--- config.mk ---
export PLATFORM = sky130hd
export DESIGN_NAME = shift_seq_ctrl
export DESIGN_NICKNAME = d
export VERILOG_FILES = /design/src/rtl/shift_pkg.sv /design/src/rtl/shift_seq_ctrl.sv
export SDC_FILE = /design/constraint.sdc
export NUM_CORES = 1
export LEC_CHECK = 0
export ABC_AREA = 1
export CELL_PAD_IN_SITES_DETAIL_PLACEMENT = 1
export CELL_PAD_IN_SITES_GLOBAL_PLACEMENT = 1
export CORE_UTILIZATION = 27
export DETAILED_ROUTE_END_ITERATION = 6
export PLACE_DENSITY_LB_ADDON = 0.1
export SETUP_SLACK_MARGIN = 0.4
export SKIP_LAST_GASP = 1
export SLEW_MARGIN = 20
export SYNTH_ARGS = -nofsm -noshare
export SYNTH_HDL_FRONTEND = slang
export SYNTH_SLANG_ARGS = --single-unit
--- constraint.sdc ---
create_clock -name clk -period 2.2 [get_ports clk]
set_input_delay 0.66 -clock clk [delete_from_list [all_inputs] [get_ports clk]]
set_output_delay 0.66 -clock clk [all_outputs]
set_load 0.02 [all_outputs]
--- src/rtl/shift_pkg.sv ---
`default_nettype none
// ============================================================================
// Module   : shift_pkg
// Brief    : Shared types for shift_seq_ctrl: shift-register commands, FSM states.
// Revision : 1.0 - initial release
// ============================================================================
package shift_pkg;

  typedef enum logic [1:0] {
    NA    = 2'b00,
    LOAD  = 2'b01,
    LEFT  = 2'b10,
    RIGHT = 2'b11
  } funct_t;

  typedef enum logic [1:0] {
    IDLE  = 2'd0,
    SHIFT = 2'd1,
    DONE  = 2'd2
  } state_t;

endpackage
`default_nettype wire

--- src/rtl/shift_seq_ctrl.sv ---
`default_nettype none
// ============================================================================
// Module   : shift_seq_ctrl
// Brief    : Sequences LOAD then WIDTH shifts of an external shift register,
//            serialising word_i on tx_o and collecting rx_i into result_o.
//            Optional macro SHIFT_SEQ_ABORT_EN adds the abort_i port.
// Revision : 1.0 - initial release
// ============================================================================
module shift_seq_ctrl
  import shift_pkg::*;
#(
  parameter int WIDTH = 4
) (
  input  logic             clk,
  input  logic             rst,
  input  logic             start_valid_i,
  output logic             start_ready_o,
  input  logic [WIDTH-1:0] word_i,
  input  logic             dir_i,
  input  logic             rx_i,
  output logic             tx_o,
  output funct_t           sr_funct_o,
  output logic [WIDTH-1:0] sr_word_o,
  output logic             sr_serial_o,
  input  logic [WIDTH-1:0] sr_q_i,
`ifdef SHIFT_SEQ_ABORT_EN
  input  logic             abort_i,
`endif
  output logic             busy_o,
  output logic             done_o,
  output logic [WIDTH-1:0] result_o
);

  localparam int CNT_W = $clog2(WIDTH + 1);

  state_t           r_state;
  logic [CNT_W-1:0] r_cnt;
  logic             r_dir;
  logic [WIDTH-1:0] r_result;

  logic             w_accept;
  logic             w_abort;
  logic             w_last;
  logic [WIDTH-1:0] w_next_q;

`ifdef SHIFT_SEQ_ABORT_EN
  assign w_abort = abort_i && (r_state == SHIFT);
`else
  assign w_abort = 1'b0;
`endif

  assign w_accept = start_valid_i && (r_state == IDLE);
  assign w_last   = (r_cnt == CNT_W'(1));
  // Value the external register will hold after the current shift edge.
  assign w_next_q = r_dir ? {rx_i, sr_q_i[WIDTH-1:1]} : {sr_q_i[WIDTH-2:0], rx_i};

  always_ff @(posedge clk) begin
    if (rst) begin
      r_state  <= IDLE;
      r_cnt    <= '0;
      r_dir    <= 1'b0;
      r_result <= '0;
    end else begin
      case (r_state)
        IDLE: begin
          if (w_accept) begin
            r_dir   <= dir_i;
            r_cnt   <= CNT_W'(WIDTH);
            r_state <= SHIFT;
          end
        end
        SHIFT: begin
          if (w_abort) begin
            r_cnt   <= '0;
            r_state <= IDLE;
          end else begin
            r_cnt <= r_cnt - CNT_W'(1);
            if (w_last) begin
              r_result <= w_next_q;
              r_state  <= DONE;
            end
          end
        end
        DONE:    r_state <= IDLE;
        default: r_state <= IDLE;
      endcase
    end
  end

  always_comb begin
    start_ready_o = 1'b0;
    busy_o        = 1'b0;
    done_o        = 1'b0;
    tx_o          = 1'b0;
    sr_funct_o    = NA;
    sr_word_o     = '0;
    sr_serial_o   = 1'b0;
    case (r_state)
      IDLE: begin
        start_ready_o = 1'b1;
        if (w_accept) begin
          sr_funct_o = LOAD;
          sr_word_o  = word_i;
        end
      end
      SHIFT: begin
        busy_o      = 1'b1;
        sr_serial_o = rx_i;
        tx_o        = r_dir ? sr_q_i[0] : sr_q_i[WIDTH-1];
        if (!w_abort) begin
          sr_funct_o = r_dir ? RIGHT : LEFT;
        end
      end
      DONE:    done_o = 1'b1;
      default: ;
    endcase
  end

  assign result_o = r_result;

endmodule
`default_nettype wire

==> results of run 1 <==
-- metrics by stage --
stage / setup WS (ns) / area [um^2] / utilization [%]
final: 0.391 / 966 / 49.2
after global routing: 0.355 / 966 / 49.2
after CTS: 0.398 / 900 / 45.9
after detailed placement: -0.487 / 890 / 45.3
after global placement: -0.448 / 890 / 45.3
after floorplan: 0.406 / 568 / -
-- registers in the layout, summed over array words and instances, names as in the netlist --
register,count
r_state,2
r_cnt,3
result_o,4
r_dir,1
-- critical path: cells and delay by family --
family / cells / cell delay [ns]
buffers and inverters: 3 / 0.44
AND/OR/NAND/NOR: 1 / 0.04
-- metal layers --
layer / up-vias / part of all wire (%)
met5: - / 0
met4: 0 / 1.2
met3: 2 / 4.9
met2: 16 / 50
met1: 290 / 44
li1: 337 / -
-- final timing paths --
kind         slack [ns]               endpoint  cells after the start                     from
max                0.39           sr_word_o[1]                      4                word_i[1]
min                0.47  r_cnt[1]$_SDFFE_PP0P_                      2    r_cnt[1]$_SDFFE_PP0P_
max reg2reg        1.00     r_dir$_SDFFE_PP0P_                      6  r_state[0]$_SDFFE_PP0P_
min reg2reg        0.47  r_cnt[1]$_SDFFE_PP0P_                      2    r_cnt[1]$_SDFFE_PP0P_
-- synthesized netlist by cell type (all sizes together) --
master,instances
nor2,24
buf,2
dfxtp,10
a21oi,4
inv,21
o21ai,9
ha,2
nand2,18
xor2,1
-- power by group --
part,internal (W),switching (W)
clock network,0.0000634,0.0000671
registers,0.000193,0.0000118
logic,0.0000822,0.0000995
total,0.000338,0.000178
-- cell families after synthesis --
group / share of synthesized area (%)
xor+xnor: 1.55
compound gates: 11.5
buf+inv: 16.1
flops: 35.4
fa+ha+maj: 4.42
simple gates: 31.0
-- layout make-up --
cell class | instances | area [um^2] | share of cell area (%)
Inverter | 21 | 78.8 | 8.16
Multi-Input combinational cell | 58 | 339 | 35.1
Clock buffer | 3 | 22.5 | 2.33
Sequential cell | 10 | 208 | 21.5
Timing Repair Buffer | 33 | 284 | 29.4
Tap cell | 27 | 33.8 | 3.50
-- repair_timing --
item	4_1_cts	5_1_grt
hold buffers	0	0
buffers inserted	0	2
gates resized for setup	82	20
pin swaps	9	7
endpoints found under the setup margin	15	11
==> impl_metrics.yaml, run 1 <==
cells_and_area:
  area_growth_pct: 70.8
  final_cell_mix: "nor2_1 (18), nand2_1 (16), inv_1 (15), buf_4 (11)"
  drive_gt1_share_pct: 33.6
  final_cells: 152
  final_common_cell: "nor2_1"
  n_antenna_cell: 0
  num-fill-cells: 263
  finalNetCount: 142
route:
  detail-route-antenna-nets: 0
  drt_iter0_drc: 3
  vias: 645
  finalWirelength_mm: 1.64
  first_pass_iters: 3
  post_drt_wl_per_cell_um: 10.8
  drc_errors: 0
  viasPerCell: 4.24
placement:
  place_hpwl_mm: 1.26
  dp_cells: 147
  gp_congestion: 0.660
  io_buffers: 27
clock_network:
  cts.reportedPaths.clkPinSlew_ns: 0.07
  cts_made_buffers: 3
  clock_sinks: 10
  clockBufferDepth: 2
  cts_tree: "yes"
  cts.htree.levels: 1
  worstSkewPairLatency_ns: 0.27
  clockRootBuffer: "clkbuf_4"
worst_setup_path:
  cp_data_arrival_time_ns: 1.15
  end_kind: "primary output"
  critPathLaunchType: "primary input"
  crit_slowest_cell: "dlygate4sd2_1"
  cp.required_ns: 1.54
  critPathKind: "primary input to primary output"
  cpPeakStageDelay_ns: 0.23
  crit_chain: "dlygate4sd2_1 > inv_1 > nor2_4 > buf_6"
  crit_path_max_fanout: 1
run:
  maxCapViolCount: 0
global_route:
  grt_use_met3_pct: 5.66
  grt_pass1_vias: 570
  antenna_found_initial: 0
  use_met2_pct: 28.1
  top_usage_layer: "met2"
  overflow: 0
  grt_pass1_wl_mm: 2.51
  track_usage_pct: 16.7
  grt_max_degree: 10
  met1_usage_pct: 19.3
timing:
  hold_violations: 0
  setup_viol: 0
  period_minus_slack_ns: 1.81
  fmax_ghz: 0.553
  slew_violations: 0
  rsz0062_at_grt: "true"
  hold-worst-slack_ns: 0.472
  tightestPinTransition_ns: 0.238
  final.period_utilization_pct: 82.2
  slew_headroom_pct: 84.1
  final.setup.tns_ns: 0
  fin_skew_ns: 0.000507
synth:
  synth-seq-cells: 10
  synth_area_um2: 566
  ys_warn_count: 0
  syn_area_per_cell_um2: 6.21
  synth_top_cell_by_area: "dfxtp_1"
  seq_area_frac_synth_pct: 35.4
  syn_inst: 91
  synth_top_area_share_pct: 35.4
  synthesis.nets: 106
  yosysUniqueCellTypes: 14
  synth.top_cells.by_area: "dfxtp_1 (35%), nor2_1 (15%), inv_1 (13%)"
die:
  rows: 16
  die_h_um: 47.8
  start_util_pct: 28.8
  dieWidth_um: 47.8
  dieArea_um2: 2280
  core_um2: 1960
  ioPinCount: 28
pwr:
  leakage_nw: 0.501
  p_total_w: 0.000517
  vdd_ir_drop_max_v: 0.000333
  pwr_density_cell_nw_per_um2: 535
hold_path:
  hp-class: "flip-flop to flip-flop"
run_status:
  run_status: "finished, final reports clean"
No activity file was read; power rests on OpenSTA's default activity.
==> run 2, diff against run 1 <==
Settings changed: CORE_UTILIZATION 27 to 25.
Clock period 2.2 ns to 1.9 ns, I/O delays scaled along.
==> run 2 against run 1 <==
Sequential power grew 17%. Via count grew 5.6%. Setup slack worse by 0.21 ns. Flip-flop and latch count unchanged. Combinational power is 41% higher. Register-to-register slack lost 0.45 ns. Critical path depth unchanged. Global-route usage fell by 0.73 points. Critical path type is now flip-flop to primary output. Critical endpoint is now sr_word_o[3]. Largest power group is now combinational cells. Highest routed layer unchanged.
==> impl_metrics.yaml, run 2 (synthesis gave the netlist of run 1 again) <==
clock_network:
  worstSkewPairLatency_ns: 0.27
  cts.htree.levels: 1
  clockRootBuffer: "clkbuf_4"
  cts.reportedPaths.clkPinSlew_ns: 0.07
  clock_sinks: 10
  cts_tree: "yes"
  cts_made_buffers: 3
  clockBufferDepth: 2
timing:
  tightestPinTransition_ns: 0.243
  slew_headroom_pct: 83.8
  rsz0062_at_grt: "true"
  fin_skew_ns: 0.00333
  hold_violations: 0
  slew_violations: 0
  setup_viol: 0
  fmax_ghz: 0.582
  period_minus_slack_ns: 1.72
  final.period_utilization_pct: 90.4
placement:
  dp_cells: 151
  gp_congestion: 0.759
  place_hpwl_mm: 1.29
  placed_area_um2: 956
  io_buffers: 27
worst_setup_path:
  cp.required_ns: 1.33
  cp_num_buf_inv: 1
  cpMostUsedCell: "nor2_4"
  rr_startpoint: "r_state[0]$_SDFFE_PP0P_"
  cp_data_arrival_time_ns: 1.15
  worst_path_dominant_cell_family: "simple AND/OR/NAND/NOR gates"
  crit_path_max_fanout: 5
  crit_chain: "nor2_4 > nand2_4 > nor2_4 > buf_6"
  rrSetupSlack_ns: 0.55
  cp.depth: 4
  reg2reg_depth: 7
  end_kind: "primary output"
  regToRegEndpoint: "r_dir$_SDFFE_PP0P_"
  cpPeakStageDelay_ns: 0.36
  critPathKind: "flip-flop to primary output"
  critPathLaunchType: "flip-flop"
  crit_slowest_cell: "dfxtp_4"
global_route:
  grt_pass1_vias: 676
  track_usage_pct: 15.9
  grt_max_degree: 10
  antenna_found_initial: 0
  grt_pass1_wl_mm: 2.93
  overflow: 0
die:
  start_util_pct: 27.7
  die_h_um: 49.6
  dieArea_um2: 2460
  core_um2: 2040
  rows: 16
  ioPinCount: 28
  dieWidth_um: 49.6
route:
  detail-route-antenna-nets: 0
  post_drt_wl_per_cell_um: 11.0
  vias: 681
  viasPerCell: 4.18
  drc_errors: 0
  first_pass_iters: 2
  drt_iter0_drc: 4
  finalWirelength_mm: 1.79
hold_path:
  min_to: "r_cnt[1]$_SDFFE_PP0P_"
  hp-class: "flip-flop to flip-flop"
  hold_start: "r_cnt[1]$_SDFFE_PP0P_"
  hold_depth: 2
cells_and_area:
  largest_register_ffs: 4
  final_cell_mix: "inv_1 (16), nand2_1 (16), nor2_1 (15), buf_4 (15), buf_6 (12)"
  stdcell_area_um2: 1090
  drive_gt1_share_pct: 43.4
  n_antenna_cell: 0
  area_growth_pct: 92.9
  final_cells: 163
  num-fill-cells: 269
  finalNetCount: 152
pwr:
  p_comb_share_pct: 37.3
  internal-power_w: 0.000469
  leakage_nw: 0.549
  switching_share_pct: 32.1
  seq_power_share_pct: 34.6
  pwr_density_cell_nw_per_um2: 633
  p_clk_share_pct: 28.1
  power_switching_w: 0.000221
  vdd_ir_drop_max_v: 0.000406
run:
  maxCapViolCount: 0
run_status:
  run_status: "finished, final reports clean"
run 2: metal layers:
metal / vias up / wire, um / GRT usage (%)
met3: 2 / 77 / 4.63
met5: - / 0 / 0
met1: 310 / 699 / 16.2
li1: 355 / - / -
met2: 14 / 998 / 30.2
met4: 0 / 18 / 5.71
run 2: repair_timing:
action                                  CTS  global route
resized for setup                       103             8
endpoints found under the setup margin   15            14
hold buffers                              0             0
pin swaps                                 9             7
setup buffers                             4             4
gates cloned                              0             0
run 2: how the worst max path moves through the flow:
stage / startpoint / endpoint
after floorplan: r_state[0]$_SDFFE_PP0P_ / sr_word_o[0]
after global placement: start_valid_i / sr_funct_o[0]
after detailed placement: start_valid_i / sr_funct_o[0]
after CTS: r_state[1]$_SDFFE_PP0P_ / sr_word_o[3]
after global routing: r_state[0]$_SDFFE_PP0P_ / tx_o
final: r_state[0]$_SDFFE_PP0P_ / sr_word_o[3]
run 2: metrics by stage:
| step | setup slack, ns | setup TNS (ns) | utilization (%) | total power [W] | hold WS [ns] |
|---|---|---|---|---|---|
| global route | 0.121 | 0 | 53.4 | 0.000738 | 0.510 |
| CTS | 0.153 | 0 | 52.3 | 0.000686 | 0.499 |
| floorplan | 0.355 | 0 | - | 0.000356 | 0.435 |
| detailed placement | -0.593 | -3.98 | 46.8 | 0.000463 | 0.486 |
| finish | 0.182 | 0 | 53.4 | 0.000690 | 0.485 |
| global placement | -0.591 | -3.87 | 46.8 | 0.000457 | 0.449 |
run 2: layout make-up:
type                            count  area [um^2]  area share [%]
Timing Repair Buffer               43          378            34.6
Clock buffer                        4         36.3            3.33
Inverter                           21         78.8            7.22
Tap cell                           27         33.8            3.10
Multi-Input combinational cell     58          357            32.7
Sequential cell                    10          208            19.0
run 2: power groups by stage:
stage	combinational (W)	sequential, W	clock [W]
finish	0.000257	0.000239	0.000194
CTS	0.000243	0.000239	0.000204
global route	0.000283	0.000241	0.000215
floorplan	0.000113	0.000243	0
detailed placement	0.000219	0.000244	0
global placement	0.000215	0.000242	0
run 2: worst register-to-register path, delay by kind of cell, from the launching register on:
kind	cells	cell delay [ns]
AOI/OAI and AO/OA	1	0.14
and+or+nand+nor	3	0.34
DFF	1	0.36
buffers and inverters	3	0.40
==> run 3, diff against run 2 <==
Settings changed: CTS_CLUSTER_DIAMETER from default to 50.
==> results of run 3 <==
No change in the layout: final DEF, timing and power equal those of run 2.
